### src/rtl/mem_portb_arbiter_if.sv
// Port-B bus bundle: core and loader request channels plus the memory-side pins.
// The arbiter connects through the slave modport; requesters/memory model use master.
interface mem_portb_arbiter_if #(
  parameter int ADDR_W = 32,
  parameter int DATA_W = 32
);
  logic              boot_mode;

  logic              core_req;
  logic              core_we;
  logic [ADDR_W-1:0] core_addr;
  logic [DATA_W-1:0] core_wdata;
  logic              core_ready;
  logic [DATA_W-1:0] core_rdata;

  logic              ld_req;
  logic              ld_we;
  logic [ADDR_W-1:0] ld_addr;
  logic [DATA_W-1:0] ld_wdata;
  logic              ld_ready;
  logic [DATA_W-1:0] ld_rdata;

  logic [ADDR_W-1:0] mem_addr;
  logic [DATA_W-1:0] mem_wdata;
  logic              mem_we;
  logic [DATA_W-1:0] mem_rdata;

  modport slave (
    input  boot_mode,
    input  core_req, core_we, core_addr, core_wdata,
    output core_ready, core_rdata,
    input  ld_req, ld_we, ld_addr, ld_wdata,
    output ld_ready, ld_rdata,
    output mem_addr, mem_wdata, mem_we,
    input  mem_rdata
  );

  modport master (
    output boot_mode,
    output core_req, core_we, core_addr, core_wdata,
    input  core_ready, core_rdata,
    output ld_req, ld_we, ld_addr, ld_wdata,
    input  ld_ready, ld_rdata,
    input  mem_addr, mem_wdata, mem_we,
    output mem_rdata
  );
endinterface

### src/rtl/mem_portb_arbiter.sv
// Serialises core MEM-stage and UART-loader accesses onto memory port B with
// round-robin arbitration, boot-mode lockout and fully registered outputs.
module mem_portb_arbiter #(
  parameter int RD_LAT = 1,   // 1..4
  parameter int ADDR_W = 32,
  parameter int DATA_W = 32
) (
  input  logic                clk,
  input  logic                rst,
  mem_portb_arbiter_if.slave  bus
);

  typedef enum logic [1:0] {S_IDLE, S_ISSUE, S_WAIT, S_DONE} state_t;
  typedef enum logic {OWN_CORE, OWN_LOADER} owner_t;

  state_t            state;
  owner_t            owner;
  owner_t            last_grant;
  logic [1:0]        wait_cnt;
  logic [ADDR_W-1:0] mem_addr_q;
  logic [DATA_W-1:0] mem_wdata_q;
  logic              mem_we_q;
  logic              core_ready_q;
  logic              ld_ready_q;
  logic [DATA_W-1:0] core_rdata_q;
  logic [DATA_W-1:0] ld_rdata_q;

  logic core_elig;
  logic ld_elig;
  logic grant_core;
  logic finish;
  logic capture;

  always_comb begin
    core_elig  = bus.core_req & ~bus.boot_mode;
    ld_elig    = bus.ld_req;
    // Contested grants go to whoever was not served last.
    grant_core = core_elig & (~ld_elig | (last_grant == OWN_LOADER));
    finish     = ((state == S_ISSUE) && (mem_we_q || (RD_LAT == 1))) ||
                 ((state == S_WAIT)  && (wait_cnt == 2'd1));
    capture    = finish & ~mem_we_q;
  end

  // NOTE: non-blocking assignments throughout so every register samples pre-edge values.
  always_ff @(posedge clk) begin
    if (rst) begin
      state        <= S_IDLE;
      owner        <= OWN_CORE;
      last_grant   <= OWN_LOADER;
      wait_cnt     <= '0;
      mem_addr_q   <= '0;
      mem_wdata_q  <= '0;
      mem_we_q     <= 1'b0;
      core_ready_q <= 1'b0;
      ld_ready_q   <= 1'b0;
      core_rdata_q <= '0;
      ld_rdata_q   <= '0;
    end else begin
      case (state)
        S_IDLE: begin
          if (core_elig || ld_elig) begin
            owner       <= grant_core ? OWN_CORE : OWN_LOADER;
            last_grant  <= grant_core ? OWN_CORE : OWN_LOADER;
            mem_addr_q  <= grant_core ? bus.core_addr  : bus.ld_addr;
            mem_wdata_q <= grant_core ? bus.core_wdata : bus.ld_wdata;
            mem_we_q    <= grant_core ? bus.core_we    : bus.ld_we;
            state       <= S_ISSUE;
          end
        end
        S_ISSUE: begin
          mem_we_q <= 1'b0;
          if (finish) begin
            state <= S_DONE;
          end else begin
            wait_cnt <= 2'(RD_LAT - 1);
            state    <= S_WAIT;
          end
        end
        S_WAIT: begin
          if (finish) state <= S_DONE;
          else        wait_cnt <= wait_cnt - 2'd1;
        end
        S_DONE: state <= S_IDLE;
      endcase

      core_ready_q <= finish && (owner == OWN_CORE);
      ld_ready_q   <= finish && (owner == OWN_LOADER);
      // Read data is only refreshed for reads; writes leave the last value in place.
      if (capture && (owner == OWN_CORE))   core_rdata_q <= bus.mem_rdata;
      if (capture && (owner == OWN_LOADER)) ld_rdata_q   <= bus.mem_rdata;
    end
  end

  assign bus.mem_addr   = mem_addr_q;
  assign bus.mem_wdata  = mem_wdata_q;
  assign bus.mem_we     = mem_we_q;
  assign bus.core_ready = core_ready_q;
  assign bus.core_rdata = core_rdata_q;
  assign bus.ld_ready   = ld_ready_q;
  assign bus.ld_rdata   = ld_rdata_q;

endmodule

### src/flat_wrapper.sv
// flat-port wrapper written by rule: the top's interface ports become plain ports
module mem_portb_arbiter_flat 
#(
  parameter int RD_LAT = 1,          
  parameter int ADDR_W = 32,
  parameter int DATA_W = 32
)
  (clk, rst, bus_boot_mode, bus_core_req, bus_core_we, bus_core_addr, bus_core_wdata, bus_core_ready, bus_core_rdata, bus_ld_req, bus_ld_we, bus_ld_addr, bus_ld_wdata, bus_ld_ready, bus_ld_rdata, bus_mem_addr, bus_mem_wdata, bus_mem_we, bus_mem_rdata);
  mem_portb_arbiter_if #(.ADDR_W(ADDR_W), .DATA_W(DATA_W)) bus_i ();
  input  logic clk;
  input  logic rst;
  input wire logic [$bits(bus_i.boot_mode)-1:0] bus_boot_mode;
  input wire logic [$bits(bus_i.core_req)-1:0] bus_core_req;
  input wire logic [$bits(bus_i.core_we)-1:0] bus_core_we;
  input wire logic [$bits(bus_i.core_addr)-1:0] bus_core_addr;
  input wire logic [$bits(bus_i.core_wdata)-1:0] bus_core_wdata;
  output wire logic [$bits(bus_i.core_ready)-1:0] bus_core_ready;
  output wire logic [$bits(bus_i.core_rdata)-1:0] bus_core_rdata;
  input wire logic [$bits(bus_i.ld_req)-1:0] bus_ld_req;
  input wire logic [$bits(bus_i.ld_we)-1:0] bus_ld_we;
  input wire logic [$bits(bus_i.ld_addr)-1:0] bus_ld_addr;
  input wire logic [$bits(bus_i.ld_wdata)-1:0] bus_ld_wdata;
  output wire logic [$bits(bus_i.ld_ready)-1:0] bus_ld_ready;
  output wire logic [$bits(bus_i.ld_rdata)-1:0] bus_ld_rdata;
  output wire logic [$bits(bus_i.mem_addr)-1:0] bus_mem_addr;
  output wire logic [$bits(bus_i.mem_wdata)-1:0] bus_mem_wdata;
  output wire logic [$bits(bus_i.mem_we)-1:0] bus_mem_we;
  input wire logic [$bits(bus_i.mem_rdata)-1:0] bus_mem_rdata;
  assign bus_i.boot_mode = bus_boot_mode;
  assign bus_i.core_req = bus_core_req;
  assign bus_i.core_we = bus_core_we;
  assign bus_i.core_addr = bus_core_addr;
  assign bus_i.core_wdata = bus_core_wdata;
  assign bus_core_ready = bus_i.core_ready;
  assign bus_core_rdata = bus_i.core_rdata;
  assign bus_i.ld_req = bus_ld_req;
  assign bus_i.ld_we = bus_ld_we;
  assign bus_i.ld_addr = bus_ld_addr;
  assign bus_i.ld_wdata = bus_ld_wdata;
  assign bus_ld_ready = bus_i.ld_ready;
  assign bus_ld_rdata = bus_i.ld_rdata;
  assign bus_mem_addr = bus_i.mem_addr;
  assign bus_mem_wdata = bus_i.mem_wdata;
  assign bus_mem_we = bus_i.mem_we;
  assign bus_i.mem_rdata = bus_mem_rdata;
  mem_portb_arbiter #(.RD_LAT(RD_LAT), .ADDR_W(ADDR_W), .DATA_W(DATA_W)) u_core (.clk(clk), .rst(rst), .bus(bus_i));
endmodule
### config.mk
export PLATFORM = sky130hd
export DESIGN_NAME = mem_portb_arbiter_flat
export DESIGN_NICKNAME = d
export VERILOG_FILES = /design/src/rtl/mem_portb_arbiter_if.sv /design/src/rtl/mem_portb_arbiter.sv /design/src/flat_wrapper.sv
export SDC_FILE = /design/constraint.sdc
export NUM_CORES = 1
export LEC_CHECK = 0
export ABC_AREA = 1
export CAP_MARGIN = 30
export CORE_UTILIZATION = 35
export DETAILED_ROUTE_END_ITERATION = 16
export GPL_TIMING_DRIVEN = 0
export PLACE_DENSITY_LB_ADDON = 0.1
export SLEW_MARGIN = 40
export SYNTH_ARGS = -nofsm -noshare
export SYNTH_HDL_FRONTEND = slang
export SYNTH_SLANG_ARGS = --single-unit
### constraint.sdc
create_clock -name clk -period 1.5 [get_ports clk]
set_clock_uncertainty 0.15 [all_clocks]
set_input_delay 0.3 -clock clk [delete_from_list [all_inputs] [get_ports clk]]
set_output_delay 0.3 -clock clk [all_outputs]
set_load 0.005 [all_outputs]
* Word-level counts from Yosys, hierarchy flattened *
Index checks and enable logic that the tools add are counted.

word-level totals
  register bits after elaboration = 137
  bits of input ports = 167
  output and inout bits = 131
  word-level logic and storage cells = 55

cells by class
  $add $sub $neg = 1
  eq/ne operators = 8
  mux-type cells = 13
  bitwise gates (word level) = 8
  reductions and logical operators = 14

operators with widths
  kind                                                   count
  two-way mux 32 bit                                     2
  two-way mux 2 bit                                      4
  one-hot mux 2 bit (4 select lines)                     1
  AND reduction 2 bit                                    3
  logical AND 1 bit                                      5
  == test 2 x 1 -> 1 bit, second input constant          2
  == test 2 bit, second input constant                   2
  two-way mux 1 bit                                      4
  inequality test 2 x 1 -> 1 bit, second input constant  2
  inequality test 2 bit, second input constant           2
  NOT 1 bit                                              4
  one-hot mux 2 bit (2 select lines)                     1
  nonzero test 2 bit                                     2
  bitwise AND 1 bit                                      3
  AND reduction 3 bit                                    1
  zero test 2 bit                                        1
  logical OR 1 bit                                       2
  one-hot mux 1 bit (2 select lines)                     1
  subtractor 2 x 1 -> 2 bit, second input constant       1
  bitwise OR 1 bit                                       1

* Logic depth before layout (Yosys ltp) *
Gate-level depths: netlist of run 1.

  depth in word-level cells = 6
  depth in mapped cells = 9
  gate-level depth less buffers = 8

* Least setup slack after synthesis of run 1 *
Ideal clock, no wire load.

  path kind = register to register
  start = reg u_core.state[0]
  end = reg u_core.ld_rdata_q[30], in the netlist u_core.bus.ld_rdata[30]
  setup time = 0.070 ns
  arrival = 1.312 ns
  required time = 1.280 ns
  slack = -0.033 ns
  cell stages (with the launch flop) = 9
  path buffers = 1
  clock period less this slack = 1.533 ns
  cells stage by stage = dfxtp_1 > inv_1 > ha_1 > nand2_1 > nand2_2 > nand3_1 > buf_2 > nand2_1 > a21oi_1

between the ends
  word-level cells in the longest chain between the ends = 5
  elaborated cells on any way between the ends = 6
  those cells by class = 2 x eq/ne; 1 x bitwise; 3 x reduce/logical

ends and longest elaborated chain
  what                      line                     source
  start: declaration        mem_portb_arbiter.sv:16  state_t state;
  start signal: assignment  mem_portb_arbiter.sv:47  state <= S_IDLE;
  start signal: assignment  mem_portb_arbiter.sv:67  state <= S_ISSUE;
  start signal: assignment  mem_portb_arbiter.sv:73  state <= S_DONE;
  == test 2 bit             mem_portb_arbiter.sv:40  ((state == S_WAIT) && (wait_cnt == 2'd1));
  logical AND 1 bit         mem_portb_arbiter.sv:40
  logical OR 1 bit (*)      mem_portb_arbiter.sv:39  finish = ((state == S_ISSUE) && (mem_we_q || (RD_LAT == 1))) ||
  bitwise AND 1 bit (*)     mem_portb_arbiter.sv:41  capture = finish & ~mem_we_q;
  logical AND 1 bit (*)     mem_portb_arbiter.sv:90  if (capture && (owner == OWN_LOADER)) ld_rdata_q <= bus.mem_rdata;
  end signal: assignment    mem_portb_arbiter.sv:90
  end: declaration          mem_portb_arbiter.sv:26  logic [DATA_W-1:0] ld_rdata_q;

Mark *: on every way between the ends. The rest lies on a longest branch, timed or not.
A chain may end at the register's enable or synchronous reset.

* Worst setup path in the final report of run 1 *
  start = reg u_core.state[0]
  end = reg u_core.mem_wdata_q[7], in the netlist u_core.bus.mem_wdata[7]

between the ends
  word-level cells in the longest chain between the ends = 2

ends and longest elaborated chain
  what                                  line                     source
  zero test 2 bit                       mem_portb_arbiter.sv:59  case (state)
  AND reduction 2 bit (no source line)  n/a
  end signal: assignment                mem_portb_arbiter.sv:65  mem_wdata_q <= grant_core ? bus.core_wdata : bus.ld_wdata;
  end: declaration                      mem_portb_arbiter.sv:21  logic [DATA_W-1:0] mem_wdata_q;

Every way passes these cells.

==> flow_metrics.tcl, run 1 <==
set metrics [dict create \
    status "finished, violations left" \
    violations "negative setup slack" \
    p_leak_nw 5.85 \
    layout_common_cells "nand2_1 (261), clkdlybuf4s50_1 (164), nor2_1 (162)" \
    core_area_um2 18200 \
    postSynthAreaPerCell_um2 6.34 \
    worst_slew_margin_rel 0.550 \
    setup_tns_ns -10.08 \
    critPathArrivalTime_ns 1.82 \
    post_drt_wl_per_cell_um 14.6 \
    dp_hpwl_um 16500 \
    die_width_um 139 \
    clock_path_buffers 2 \
    regArea_um2 2780 \
    syn_area_um2 6610 \
    drive_gt1_frac 0.228 \
    track_usage 0.236 \
    grt_max_degree 17 \
    portBuffers 296 \
    p_comb_frac 0.462 \
    viasPerCell 4.66 \
    cts_hold_buf 0 \
    power_density_nw_per_um2 1430 \
    seq_area_frac_synth 0.415 \
    slew_violations 0 \
    place_inst 1567 \
    clkSinkCount 137 \
    power_frac_seq 0.286 \
    drtIter0Drc 355 \
    fin_cells 1640 \
    whs_ns 0.253 \
    grt_pass1_vias 7094 \
    grt_pass1_wl_um 36000 \
    fin_nets 1570 \
    synthCells 1042 \
    antenna_found_initial 1 \
    final_common_cell "nand2_1" \
    ys_seq_elements 137 \
    cts.clk_slew.worst_paths_ns 0.06 \
    die_y_um 139 \
    clock_latency_ns 0.42 \
    crit_path_end_kind "flip-flop" \
    crit_fanout 8 \
    peakVddDrop_mv 0.892 \
    drc_errors 0 \
    power.switching_mw 6.07 \
    synth_cell_types 18 \
    cts_tree "done" \
    internal_power_mw 11.0 \
    io_pins 298 \
    syn_nets 1215 \
    rsz0062_at_grt "yes" \
    fmax_mhz 603 \
    hold_class "input port to flip-flop" \
    setup_slack_ns -0.158 \
    postRouteAntennaNets 0 \
    totalWireLength_um 24000 \
    start_kind "flip-flop" \
    numCtsBuffers 17 \
    syn2layout_area_growth_pct 79.9 \
    globalplace.congestion 0.828 \
    htreeDepth 4 \
    worstSetupPathType "flip-flop to flip-flop" \
    maxCapViolCount 0 \
    period_needed_ns 1.66 \
    final_util 0.653 \
    setup_viol 131 \
    hold_viol 0 \
    floorplan.initialDensity 0.363 \
    clockPowerShare 0.252 \
    worst_slew_pin_slew_ns 0.675 \
    swShare 0.356 \
    nFillCells 1669 \
    cp.required_ns 1.66 \
    multiInputGateArea_um2 3660 \
    num_vias 7640 \
    grt_overflow 0 \
    min_period_over_period 1.11 \
    first_pass_iters 4 \
    die_area_um2 19400 \
    yosysWarnings 0 \
    rows 49 \
    cts-root-buf "clkbuf_16" \
]
[path summary, 6_finish.rpt]
kind | startpoint | depth (start not counted) | endpoint | slack, ns
worst max-delay path | u_core.state[0]$_SDFFE_PP0P_ | 9 | u_core.bus.mem_wdata[7]$_SDFFE_PP0P_ | -0.16
worst max register to register | u_core.state[0]$_SDFFE_PP0P_ | 9 | u_core.bus.mem_wdata[7]$_SDFFE_PP0P_ | -0.16
worst min-delay path | rst | 3 | u_core.bus.core_rdata[11]$_SDFFE_PP0P_ | 0.25
worst min register to register | u_core.bus.ld_rdata[27]$_SDFFE_PP0P_ | 2 | u_core.bus.ld_rdata[27]$_SDFFE_PP0P_ | 0.31
[synth_stat cells]
master,instances,area (um2)
buf_4,12,90.1
nand3_1,10,50.1
nand4_1,64,400
a21oi_1,68,340
dfxtp_1,137,2740
clkbuf_1,15,56.3
nand2_1,339,1270
inv_2,2,7.51
inv_1,140,526
buf_6,8,90.1
nand2_2,1,6.26
buf_1,3,11.3
nor3_1,2,10.0
nor2_1,201,754
buf_2,32,160
a31oi_1,1,6.26
a21boi_2,1,11.3
ha_1,6,75.1
[sequential cells by signal (all words and copies together) (netlist names)]
name                   cells
u_core.last_grant          1
u_core.bus.mem_wdata      32
u_core.bus.mem_addr       32
u_core.state               2
u_core.bus.ld_rdata       32
u_core.bus.core_rdata     32
u_core.bus.core_ready      1
u_core.wait_cnt            2
u_core.bus.mem_we          1
u_core.owner               1
u_core.bus.ld_ready        1
[power by group through the flow]
stage               Sequential [mW]  Clock, mW  Combinational, mW
floorplan                      4.92          0               3.01
global placement               4.85          0               5.78
detailed placement             4.88          0               5.81
CTS                            4.82       4.36               6.71
global route                   4.97       4.51               8.59
finish                         4.88       4.30               7.88
[what timing repair did]
action | in CTS | in global routing
setup endpoints to repair | 266 | 162
pin swaps | 46 | 62
gates resized for setup | 251 | 245
buffers inserted | 16 | 10
cloned | 9 | 10
[per-layer routing]
| metal | vias to the layer above | part of all wire | global-route usage |
|---|---|---|---|
| li1 | 3887 | - | - |
| met1 | 3449 | 0.40 | 0.269 |
| met2 | 265 | 0.50 | 0.414 |
| met3 | 39 | 0.079 | 0.0771 |
| met4 | 0 | 0.022 | 0.0784 |
| met5 | - | 0 | 0 |
[critical path, stage by stage, from the launching register on]
cell and delay, ns:
dfxtp_4 0.37, inv_4 0.08, ha_4 0.14, a21boi_4 0.22, buf_12 0.17, buf_4 0.12, buf_8 0.10, nand2_1 0.05
nor2_2 0.10, nor2_1 0.06
[logic make-up (layout without fill, tap and decap cells)]
family | Yosys count | in the layout | share of synthesized area
AOI/OAI and AO/OA | 70 | 70 | 0.0541
and+or+nand+nor | 617 | 617 | 0.377
other | 0 | 1 | 0
buffers and inverters | 212 | 580 | 0.142
DFF | 137 | 137 | 0.415
adders and majority gates | 6 | 6 | 0.0114
[metrics by stage]
stage	setup slack, ns	power (mW)	instance area [um2]
3_3_place_gp	-0.691	10.6	9880
2_1_floorplan	0.0218	7.93	6630
4_1_cts	-0.132	15.9	11000
3_5_place_dp	-0.709	10.7	9880
5_1_grt	-0.224	18.1	11900
6_report	-0.158	17.1	11900
[final cells by class]
| type | instances | share of cell area |
|---|---|---|
| tap | 229 | 0.0241 |
| inverter | 142 | 0.0452 |
| clock inverter | 14 | 0.0137 |
| multi-input combinational | 693 | 0.308 |
| antenna | 1 | 0.000210 |
| sequential | 137 | 0.234 |
| clock buffer | 18 | 0.0369 |
| timing repair buffer | 338 | 0.289 |
| buffer | 68 | 0.0487 |
(Power assumes the default switching activity.)
==> run 2: changes to the inputs <==
Settings changed: CORE_ASPECT_RATIO set to 1.1.
==> run 2 against run 1 <==
Compared with the run above:
- the run still ends with negative setup slack left
- via count is 0.82% lower
- fmax shrank 1.9%
- total power up 0.50%
- wire length is essentially flat
- setup slack got worse by 0.032 ns
- sequential power is essentially flat
- critical endpoint is now u_core.bus.core_rdata[22]$_SDFFE_PP0P_
- register-to-register slack worse by 0.03 ns
- worst hold slack improved by 0.042 ns
==> flow_metrics.tcl, run 2 (synthesis gave the netlist of run 1 again) <==
set metrics [dict create \
    status "finished, violations left" \
    violations "negative setup slack" \
    period_needed_ns 1.69 \
    track_usage 0.242 \
    floorplan.initialDensity 0.358 \
    setup_viol 128 \
    cts-root-buf "clkbuf_16" \
    met1_length_um 9070 \
    p_comb_frac 0.467 \
    first_pass_iters 4 \
    min_period_over_period 1.13 \
    worst_slew_margin_rel 0.553 \
    place_inst 1581 \
    worstSetupPathType "flip-flop to flip-flop" \
    layout_common_cells "nand2_1 (246), clkdlybuf4s50_1 (164), nor2_1 (163)" \
    grt_overflow 0 \
    antenna_found_initial 1 \
    wl_met2_um 12700 \
    portBuffers 296 \
    p_leak_nw 5.88 \
    post_drt_wl_per_cell_um 14.4 \
    cts_hold_buf 0 \
    postRouteAntennaNets 0 \
    met3_length_um 1760 \
    power_density_nw_per_um2 1430 \
    swShare 0.355 \
    syn2layout_area_growth_pct 81.6 \
    fin_cells 1660 \
    crit_fanout 7 \
    report.power.total_mw 17.1 \
    clockPowerShare 0.248 \
    setup_slack_ns -0.190 \
    core_area_um2 18500 \
    peakVddDrop_mv 0.987 \
    power.switching_mw 6.08 \
    totalWireLength_um 24000 \
    dp_hpwl_um 16400 \
    rsz0062_at_grt "yes" \
    final_area_um2 12000 \
    crit_path_end_kind "flip-flop" \
    final_util 0.650 \
    grt_max_degree 17 \
    clock_latency_ns 0.41 \
    cts.clk_slew.worst_paths_ns 0.06 \
    clkSinkCount 137 \
    globalplace.congestion 0.852 \
    htreeDepth 4 \
    numCtsBuffers 17 \
    power_frac_seq 0.285 \
    fmax_mhz 592 \
    maxCapViolCount 0 \
    drive_gt1_frac 0.250 \
    top_layer "met4" \
    internal_power_mw 11.1 \
    drc_errors 0 \
    die_width_um 133 \
    critPathArrivalTime_ns 1.81 \
    start_kind "flip-flop" \
    grt_pass1_wl_um 36900 \
    slew_violations 0 \
    io_pins 298 \
    grt_pass1_vias 7160 \
    die_area_um2 19400 \
    fin_nets 1576 \
    rows 52 \
    hold_class "input port to flip-flop" \
    clock_path_buffers 2 \
    die_y_um 146 \
    nFillCells 1732 \
    placed_area_um2 9900 \
    final_common_cell "nand2_1" \
    worst_slew_pin_slew_ns 0.671 \
    viasPerCell 4.56 \
    cp.required_ns 1.62 \
    cts_tree "done" \
    num_vias 7577 \
    hold_viol 0 \
    drtIter0Drc 248 \
]
run 2: cell types whose count changed in the layout (fill, tap and decap cells not counted), moves of 8 or more:
| cell | delta |
|---|---|
| buf_6 | +21 |
| a21oi_1 | -15 |
| a21oi_2 | +15 |
| nand2_1 | -15 |
| nand2_2 | +15 |
| dlygate4sd2_1 | +13 |
| clkdlybuf4s15_1 | -8 |
run 2: worst paths after layout:
path / depth (start not counted) / from / end / slack (ns)
worst max register to register: 10 / u_core.state[1]$_SDFFE_PP0P_ / u_core.bus.core_rdata[22]$_SDFFE_PP0P_ / -0.19
worst min-delay path: 3 / rst / u_core.bus.core_rdata[10]$_SDFFE_PP0P_ / 0.29
worst min register to register: 2 / u_core.bus.ld_rdata[10]$_SDFFE_PP0P_ / u_core.bus.ld_rdata[10]$_SDFFE_PP0P_ / 0.31
worst max-delay path: 10 / u_core.state[1]$_SDFFE_PP0P_ / u_core.bus.core_rdata[22]$_SDFFE_PP0P_ / -0.19
run 2: worst max-delay path: stages (launching register included):
cell and delay [ns]:
dfxtp_4 0.36, inv_4 0.07, buf_6 0.10, ha_4 0.14
inv_4 0.05, nand2_8 0.07, buf_6 0.11, nand3_4 0.17
buf_6 0.21, nand2_2 0.07, a21oi_2 0.05
run 2: timing repair:
| action | in CTS | in global routing |
|---|---|---|
| pin swaps | 25 | 80 |
| gates resized for setup | 299 | 227 |
| endpoints found under the setup margin | 266 | 155 |
| setup buffers | 36 | 7 |
| gates cloned | 19 | 2 |
run 2: layout make-up:
type	instances	area (um2)	area share
Clock inverter	11	135	0.0113
Inverter	142	543	0.0452
Tap cell	243	304	0.0253
Buffer	64	519	0.0433
Sequential cell	137	2790	0.232
Timing Repair Buffer	348	3510	0.293
Clock buffer	21	460	0.0384
Antenna cell	1	2.50	0.000208
Multi-Input combinational cell	693	3740	0.312
run 2: routing by layer:
metal / vias up / global-route usage
met3: 39 / 0.0729
met5: - / 0
met2: 243 / 0.454
li1: 3895 / -
met1: 3400 / 0.254
met4: 0 / 0.0805
run 2: stage by stage:
step	setup TNS (ns)	setup slack (ns)	hold slack [ns]
floorplan	0	0.0218	0.292
global placement	-41.19	-0.495	0.297
detailed placement	-45.84	-0.542	0.302
CTS	-16.22	-0.204	0.274
global route	-20.32	-0.242	0.310
finish	-12.23	-0.190	0.295
run 2: power groups by stage:
stage                     sequential, mW  combinational (mW)  clock (mW)
final                               4.89                8.00        4.25
after floorplan                     4.92                3.01           0
after CTS                           4.83                7.69        4.30
after detailed placement            4.88                5.78           0
after global placement              4.86                5.73           0
after global routing                4.99                8.69        4.46
